**config.mk**
```make
export PLATFORM = sky130hd
export DESIGN_NAME = simd_seq_ctrl
export DESIGN_NICKNAME = d
export VERILOG_FILES = /design/src/rtl/simd_pkg.sv /design/src/rtl/simd_row_walker.sv /design/src/rtl/simd_seq_ctrl.sv
export SDC_FILE = /design/constraint.sdc
export NUM_CORES = 1
export LEC_CHECK = 0
export CAP_MARGIN = 25
export CORE_AREA = 10 10 72 86
export DETAILED_ROUTE_END_ITERATION = 8
export DIE_AREA = 0 0 82 96
export MAX_ROUTING_LAYER = met4
export PLACE_DENSITY = 0.78
export SLEW_MARGIN = 20
export SYNTH_ARGS = -nofsm -noshare
export SYNTH_HDL_FRONTEND = slang
export SYNTH_HIERARCHICAL = 1
export SYNTH_SLANG_ARGS = --single-unit
```
**constraint.sdc**
```tcl
create_clock -name CLK -period 3.5 [get_ports CLK]
set_clock_uncertainty 0.2 [all_clocks]
set_input_delay 0.7 -clock CLK [delete_from_list [all_inputs] [get_ports CLK]]
set_output_delay 0.7 -clock CLK [all_outputs]
set_load 0.01 [all_outputs]
```
**src/rtl/simd_pkg.sv**
```systemverilog
// Shared types for the SIMD instruction sequencer: opcodes, FSM states and
// instruction field positions.
package simd_pkg;

    localparam int OPC_HI = 31;
    localparam int OPC_LO = 28;
    localparam int OPC_W  = OPC_HI - OPC_LO + 1;

    typedef enum logic [OPC_W-1:0] {
        OP_NOP  = 4'h0,
        OP_LDA  = 4'h1,
        OP_LDB  = 4'h2,
        OP_EXE  = 4'h3,
        OP_STR  = 4'h4,
        OP_HALT = 4'hF
    } opcode_e;

    typedef enum logic [3:0] {
        S_IDLE,
        S_FETCH,
        S_DECODE,
        S_LDA,
        S_LDB,
        S_EXEC,
        S_STR,
        S_RETIRE,
        S_HALT
    } state_e;

endpackage

```
**src/rtl/simd_row_walker.sv**
```systemverilog
// Row walker shared by the B-load and result-store phases: counts rows 0..N-1,
// advancing on each handshake ack, and forms base+idx addresses (wrapping).
module simd_row_walker #(
    parameter int N  = 16,
    parameter int AW = 9,
    localparam int IW = (N > 1) ? $clog2(N) : 1
) (
    input  logic          clk_i,
    input  logic          rst_i,
    input  logic          start_i,
    input  logic          step_ack_i,
    input  logic [AW-1:0] base_i,
    output logic [IW-1:0] idx_o,
    output logic [AW-1:0] addr_o,
    output logic          last_o,
    output logic          busy_o
);

    logic [IW-1:0] idx_q, idx_d;
    logic [AW-1:0] base_q, base_d;
    logic          busy_q, busy_d;

    always_ff @(posedge clk_i or posedge rst_i) begin
        if (rst_i) begin
            idx_q  <= '0;
            base_q <= '0;
            busy_q <= 1'b0;
        end else begin
            idx_q  <= idx_d;
            base_q <= base_d;
            busy_q <= busy_d;
        end
    end

    always_comb begin
        idx_d  = idx_q;
        base_d = base_q;
        busy_d = busy_q;
        if (start_i) begin
            idx_d  = '0;
            base_d = base_i;
            busy_d = 1'b1;
        end else if (busy_q && step_ack_i) begin
            // Counter returns to 0 after the last row so the next walk starts clean.
            if (last_o) begin
                idx_d  = '0;
                busy_d = 1'b0;
            end else begin
                idx_d = idx_q + 1'b1;
            end
        end
    end

    assign idx_o  = idx_q;
    assign addr_o = base_q + AW'(idx_q);
    assign last_o = busy_q && (idx_q == IW'(N - 1));
    assign busy_o = busy_q;

endmodule

```
**src/rtl/simd_seq_ctrl.sv**
```systemverilog
// Instruction sequencer: decodes INSTR, then drives A-broadcast, B row load,
// execute and result drive-out phases before pulsing DONE to retire.
module simd_seq_ctrl
    import simd_pkg::*;
#(
    parameter int N    = 16,
    parameter int REGN = 512,
    parameter int AW   = $clog2(REGN)
) (
    input  logic                 CLK,
    input  logic                 RSTN,
    input  logic                 START,
    input  logic [31:0]          INSTR,
    output logic                 RD_REQ,
    output logic [AW-1:0]        RD_ADDR,
    input  logic                 RD_VALID,
    output logic                 MAT_WE,
    output logic                 MATAB_MUX,
    output logic [$clog2(N)-1:0] SEQ_B,
    output logic                 EXEC_START,
    input  logic                 EXEC_DONE,
    output logic                 DOUT_MUX,
    output logic                 WR_EN,
    output logic [AW-1:0]        WR_ADDR,
    output logic [$clog2(N)-1:0] RES_ROW,
    input  logic                 WR_ACK,
    output logic                 DONE,
    output logic                 BUSY,
    output logic                 HALTED,
    output logic                 ERR
);

    localparam int IW = $clog2(N);

    state_e        state_q, state_d;
    logic [AW-1:0] base_q, base_d;
    logic          err_q, err_d;
    logic          exec_first_q, exec_first_d;

    logic          walk_start, walk_ack, walk_last, walk_busy;
    logic [IW-1:0] walk_idx;
    logic [AW-1:0] walk_addr;

    // Instruction bits between the opcode and the base address carry no meaning.
    logic unused_instr;
    assign unused_instr = ^INSTR[OPC_LO-1:AW];

    simd_row_walker #(
        .N  (N),
        .AW (AW)
    ) u_walker (
        .clk_i      (CLK),
        .rst_i      (RSTN),
        .start_i    (walk_start),
        .step_ack_i (walk_ack),
        .base_i     (INSTR[AW-1:0]),
        .idx_o      (walk_idx),
        .addr_o     (walk_addr),
        .last_o     (walk_last),
        .busy_o     (walk_busy)
    );

    always_ff @(posedge CLK or posedge RSTN) begin
        if (RSTN) begin
            state_q      <= S_IDLE;
            base_q       <= '0;
            err_q        <= 1'b0;
            exec_first_q <= 1'b0;
        end else begin
            state_q      <= state_d;
            base_q       <= base_d;
            err_q        <= err_d;
            exec_first_q <= exec_first_d;
        end
    end

    always_comb begin
        state_d      = state_q;
        base_d       = base_q;
        err_d        = err_q;
        exec_first_d = 1'b0;
        walk_start   = 1'b0;
        walk_ack     = 1'b0;
        RD_REQ       = 1'b0;
        RD_ADDR      = '0;
        MAT_WE       = 1'b0;
        MATAB_MUX    = 1'b0;
        SEQ_B        = '0;
        EXEC_START   = 1'b0;
        DOUT_MUX     = 1'b0;
        WR_EN        = 1'b0;
        WR_ADDR      = '0;
        RES_ROW      = '0;
        DONE         = 1'b0;
        HALTED       = 1'b0;

        case (state_q)
            S_IDLE: begin
                if (START) state_d = S_FETCH;
            end
            S_FETCH: begin
                state_d = S_DECODE;
            end
            S_DECODE: begin
                base_d = INSTR[AW-1:0];
                case (INSTR[OPC_HI:OPC_LO])
                    OP_NOP:  state_d = S_RETIRE;
                    OP_LDA:  state_d = S_LDA;
                    OP_LDB: begin
                        state_d    = S_LDB;
                        walk_start = 1'b1;
                    end
                    OP_EXE: begin
                        state_d      = S_EXEC;
                        exec_first_d = 1'b1;
                    end
                    OP_STR: begin
                        state_d    = S_STR;
                        walk_start = 1'b1;
                    end
                    OP_HALT: state_d = S_HALT;
                    default: begin
                        err_d   = 1'b1;
                        state_d = S_HALT;
                    end
                endcase
            end
            S_LDA: begin
                RD_REQ  = 1'b1;
                RD_ADDR = base_q;
                if (RD_VALID) begin
                    MAT_WE    = 1'b1;
                    MATAB_MUX = 1'b1;
                    state_d   = S_RETIRE;
                end
            end
            S_LDB: begin
                RD_REQ   = walk_busy;
                RD_ADDR  = walk_addr;
                SEQ_B    = walk_idx;
                walk_ack = RD_VALID;
                MAT_WE   = RD_VALID;
                if (RD_VALID && walk_last) state_d = S_RETIRE;
            end
            S_EXEC: begin
                // Completion may arrive in the same cycle as the start pulse.
                EXEC_START = exec_first_q;
                if (EXEC_DONE) state_d = S_RETIRE;
            end
            S_STR: begin
                DOUT_MUX = 1'b1;
                WR_EN    = walk_busy;
                WR_ADDR  = walk_addr;
                RES_ROW  = walk_idx;
                walk_ack = WR_ACK;
                if (WR_ACK && walk_last) state_d = S_RETIRE;
            end
            S_RETIRE: begin
                DONE    = 1'b1;
                state_d = START ? S_FETCH : S_IDLE;
            end
            S_HALT: begin
                HALTED = 1'b1;
            end
            default: state_d = S_IDLE;
        endcase
    end

    assign BUSY = (state_q != S_IDLE) && (state_q != S_HALT);
    assign ERR  = err_q;

endmodule

```
==> run summary <==
STATUS
----------------------------------------------------------------------------------------
Run status                                                                  finished, final reports clean

SYNTH
----------------------------------------------------------------------------------------
Yosys synthesis warning count                                                          6
Fraction of synthesized cell area in xor and xnor cells                            3.67%
Distinct cells, synth                                                                 43
Adder and majority gate portion of the synthesized area                            4.33%
Gate count of the mapped netlist                                                     220
Fraction of the yosys area taken by sequential cells                               38.0%
Compound-Gate Fraction of Synth Area                                               17.8%
Largest family of logic cells by synthesized area                           simple AND/OR/NAND/NOR gates
Flops & latches, synth                                                                29
Avg Cell Area, Syn                                                              8.68 µm²
Area of the mapped netlist                                                      1910 µm²
Post-synth ARST share                                                               100%
Simple-gate area share of the yosys netlist                                        26.5%
Most used flip-flop cell after synthesis                                    sky130_fd_sc_hd__dfrtp_1
Share of cell area taken by muxes after synthesis                                  5.31%
Synthesized netlist net count                                                        264
Number of flops mapped to enable cells by yosys                                        0

CLOCK NETWORK
----------------------------------------------------------------------------------------
Clk root buf                                                                sky130_fd_sc_hd__clkbuf_8
Count of clock tree sinks                                                             29
Count of buffers added by post-CTS timing repair for setup                             0
Worst-skew pair later-pin latency                                                0.28 ns
H-tree depth                                                                           2
Register clock-pin slew on the reported worst setup and hold paths               0.06 ns
Maximum clock insertion buffer count                                                   2
Hold buffers post-CTS                                                                  0
Number of CTS-inserted buffers                                                         5
TritonCTS clock tree                                                                done

CRITICAL PATH
----------------------------------------------------------------------------------------
Kind of start point of the critical path                                       flip-flop
Worst path required time                                                         2.60 ns
Endpoint class of the critical path                                         primary output
Crit Path Category                                                            reg -> out
Worst Path Max Fanout                                                                  7
WP data arrival                                                                  2.49 ns

PWR
----------------------------------------------------------------------------------------
Static leakage                                                                   1.12 nW
Ratio of total power to cell area                                             771 nW/µm²
Largest vdd supply drop                                                         0.352 mV

DETAILED ROUTING
----------------------------------------------------------------------------------------
Total Wirelength                                                                 5.34 mm
DR WL/cell                                                                       16.2 µm
Number of search-and-repair iterations in the first detailed-routing pass              4
Via-to-Cell Ratio                                                                   5.31
Drc violations                                                                         0
Iteration-0 DRC count of the detailed router                                         117
Antenna Nets Post-Route                                                                0
Via count                                                                           1751

FLOORPLAN
----------------------------------------------------------------------------------------
Initial cell density of the core                                                   42.2%
# rows                                                                                27
Overall die area                                                                7870 µm²
Io pins                                                                               74
X dimension of the die                                                             82 µm
Die Span Y                                                                         96 µm
Core box area                                                                   4530 µm²

RUN
----------------------------------------------------------------------------------------
Count of max-cap constraint violations                                                 0

LAYOUT
----------------------------------------------------------------------------------------
Most frequent cells in the layout                                           sky130_fd_sc_hd__clkdlybuf4s50_1, sky130_fd_sc_hd__nand2_1, sky130_fd_sc_hd__dfrtp_1, sky130_fd_sc_hd__and2_1, sky130_fd_sc_hd__a21oi_1
P&R area growth vs syn                                                             36.4%
Number of fill cells                                                                 418
Post-Layout Cell Count                                                               330
Most frequent standard cell in the layout excluding fill and tap cells      sky130_fd_sc_hd__clkdlybuf4s50_1
Net count of the finished layout                                                     316
Layout cell share with drive strength beyond 1                                     12.1%
Storage cell area                                                                727 µm²
Diode count                                                                            0
Multi-input gate area in the final layout                                       1130 µm²

STA
----------------------------------------------------------------------------------------
Smallest setup slack after layout                                               0.107 ns
Period utilisation layout                                                          97.0%
Max-slew violation total from the final report                                         0
Final Setup Violations                                                                 0
Relative slew slack                                                                33.1%
Measured slew at the worst slew-check pin                                       0.999 ns
Max Freq                                                                       0.295 GHz
Post-route minimum period                                                        3.39 ns
Endpoints failing hold                                                                 0

GLOBAL ROUTING
----------------------------------------------------------------------------------------
Global-route wire length before repair                                           8.58 mm
Largest net degree at the start of global routing                                     17
Overflow left after global routing                                                     0
Aggregate global-route resource usage                                              14.5%
Antenna violations before repair                                                       0
Vias in the first global route                                                      1745

MIN PATH
----------------------------------------------------------------------------------------
Hold/Removal Path Class                                                       reg -> reg

PLACEMENT
----------------------------------------------------------------------------------------
Routability Congestion                                                             0.880
Detailed Place HPWL                                                              3.96 mm
Pre-CTS setup slack                                                             0.338 ns
Placed instance count                                                                323
Buffers on Ports                                                                      54

==> power by group <==
group	total, mW	switching, mW	internal [mW]
clock	0.276	0.120	0.156
combinational	1.07	0.531	0.535
sequential	0.668	0.184	0.484
==> metrics by stage <==
| stage | hold slack [ns] | util [%] | cell area [µm²] | total power, mW | setup TNS, ns |
|---|---|---|---|---|---|
| detailed placement | 0.258 | 55.2 | 2500 | 1.71 | 0 |
| floorplan | 0.247 | - | 1910 | 1.33 | 0 |
| global placement | 0.251 | 55.2 | 2500 | 1.69 | 0 |
| CTS | 0.271 | 57.1 | 2580 | 1.99 | 0 |
| global route | 0.290 | 57.5 | 2610 | 2.18 | -0.0151 |
| finish | 0.271 | 57.5 | 2610 | 2.01 | 0 |
==> layout make-up <==
class,instances,share of cell area [%]
Clock buffer,7,3.31
Tap cell,58,2.79
Sequential cell,29,27.9
Timing Repair Buffer,58,21.9
Multi-Input combinational cell,172,43.2
Inverter,6,0.865
==> path summary, 6_finish.rpt <==
path / start / to / slack [ns] / cells past startpoint
worst max-delay path: u_walker/idx_o[0]$_DFFE_PP0P_ / RD_ADDR[6] / 0.11 / 7
worst min-delay path: ERR$_DFFE_PP0P_ / ERR$_DFFE_PP0P_ / 0.27 / 1
worst max register to register: state_q[2]$_DFFE_PP0P_ / u_walker/base_q[7]$_DFFE_PP0P_ / 1.20 / 5
worst min register to register: ERR$_DFFE_PP0P_ / ERR$_DFFE_PP0P_ / 0.27 / 1
max in group asynchronous: RSTN / exec_first_q$_DFF_PP0_ / 2.05 / 2
min in group asynchronous: RSTN / u_walker/base_q[0]$_DFFE_PP0P_ / 0.61 / 2
==> flip-flops by register name (all words and copies together), names as in the netlist <==
signal,flops
exec_first_q,1
ERR,1
state_q,4
u_walker/base_q,9
base_q,9
u_walker/idx_o,4
u_walker/busy_o,1
==> critical path: stages (launching register included) <==
cell and delay (ns):
sky130_fd_sc_hd__dfrtp_2 0.45, sky130_fd_sc_hd__ha_1 0.26, sky130_fd_sc_hd__fa_2 0.38, sky130_fd_sc_hd__nand3_2 0.10, sky130_fd_sc_hd__a21oi_1 0.08, sky130_fd_sc_hd__xor2_1 0.22, sky130_fd_sc_hd__a22o_1 0.19, sky130_fd_sc_hd__clkdlybuf4s50_1 0.54
==> layer usage <==
| metal | vias up | GRT usage, % | share of wire, % |
|---|---|---|---|
| met5 | - | - | 0 |
| met4 | 0 | 5.11 | 1.1 |
| met3 | 4 | 3.36 | 8.3 |
| met2 | 71 | 23.3 | 46 |
| met1 | 806 | 17.4 | 44 |
| li1 | 870 | - | - |
==> cells in the mapped netlist, types with 2 or more instances <==
cell,number,area share [%]
sky130_fd_sc_hd__dfrtp_1,29,38
sky130_fd_sc_hd__buf_2,4,1.0
sky130_fd_sc_hd__nand3_1,7,1.8
sky130_fd_sc_hd__ha_1,5,3.3
sky130_fd_sc_hd__and2_1,15,4.9
sky130_fd_sc_hd__xnor2_1,3,1.4
sky130_fd_sc_hd__a21oi_2,2,0.92
sky130_fd_sc_hd__a31oi_1,2,0.66
sky130_fd_sc_hd__a21oi_1,11,2.9
sky130_fd_sc_hd__o21ai_0,4,1.0
sky130_fd_sc_hd__nand4_1,3,0.98
sky130_fd_sc_hd__nand2b_1,3,0.98
sky130_fd_sc_hd__and3_1,4,1.3
sky130_fd_sc_hd__nor2_1,8,1.6
sky130_fd_sc_hd__clkbuf_1,8,1.6
sky130_fd_sc_hd__nor4_1,2,0.66
sky130_fd_sc_hd__mux2_2,9,5.3
sky130_fd_sc_hd__or3_1,3,0.98
sky130_fd_sc_hd__or2_4,2,0.92
sky130_fd_sc_hd__o22a_1,3,1.4
sky130_fd_sc_hd__a211oi_1,2,0.79
sky130_fd_sc_hd__a22o_1,10,4.6
sky130_fd_sc_hd__nand2_1,47,9.2
sky130_fd_sc_hd__inv_1,6,1.2
sky130_fd_sc_hd__nor3_1,4,1.0
sky130_fd_sc_hd__xor2_1,5,2.3
sky130_fd_sc_hd__a21o_1,3,1.2
==> cells by family after synthesis <==
logic type                 after synthesis
muxes                                    9
and+or+nand+nor                        103
adders and majority gates                6
buffers and inverters                   19
DFF                                     29
AOI/OAI and AO/OA                       46
xor gates and xnor gates                 8
==> what timing repair did <==
| item | 4_1_cts | 5_1_grt |
|---|---|---|
| hold endpoints to repair | 0 | 0 |
| resized for setup | 0 | 5 |
| setup endpoints to repair | 0 | 9 |
Power figures use the tool's default switching activity.
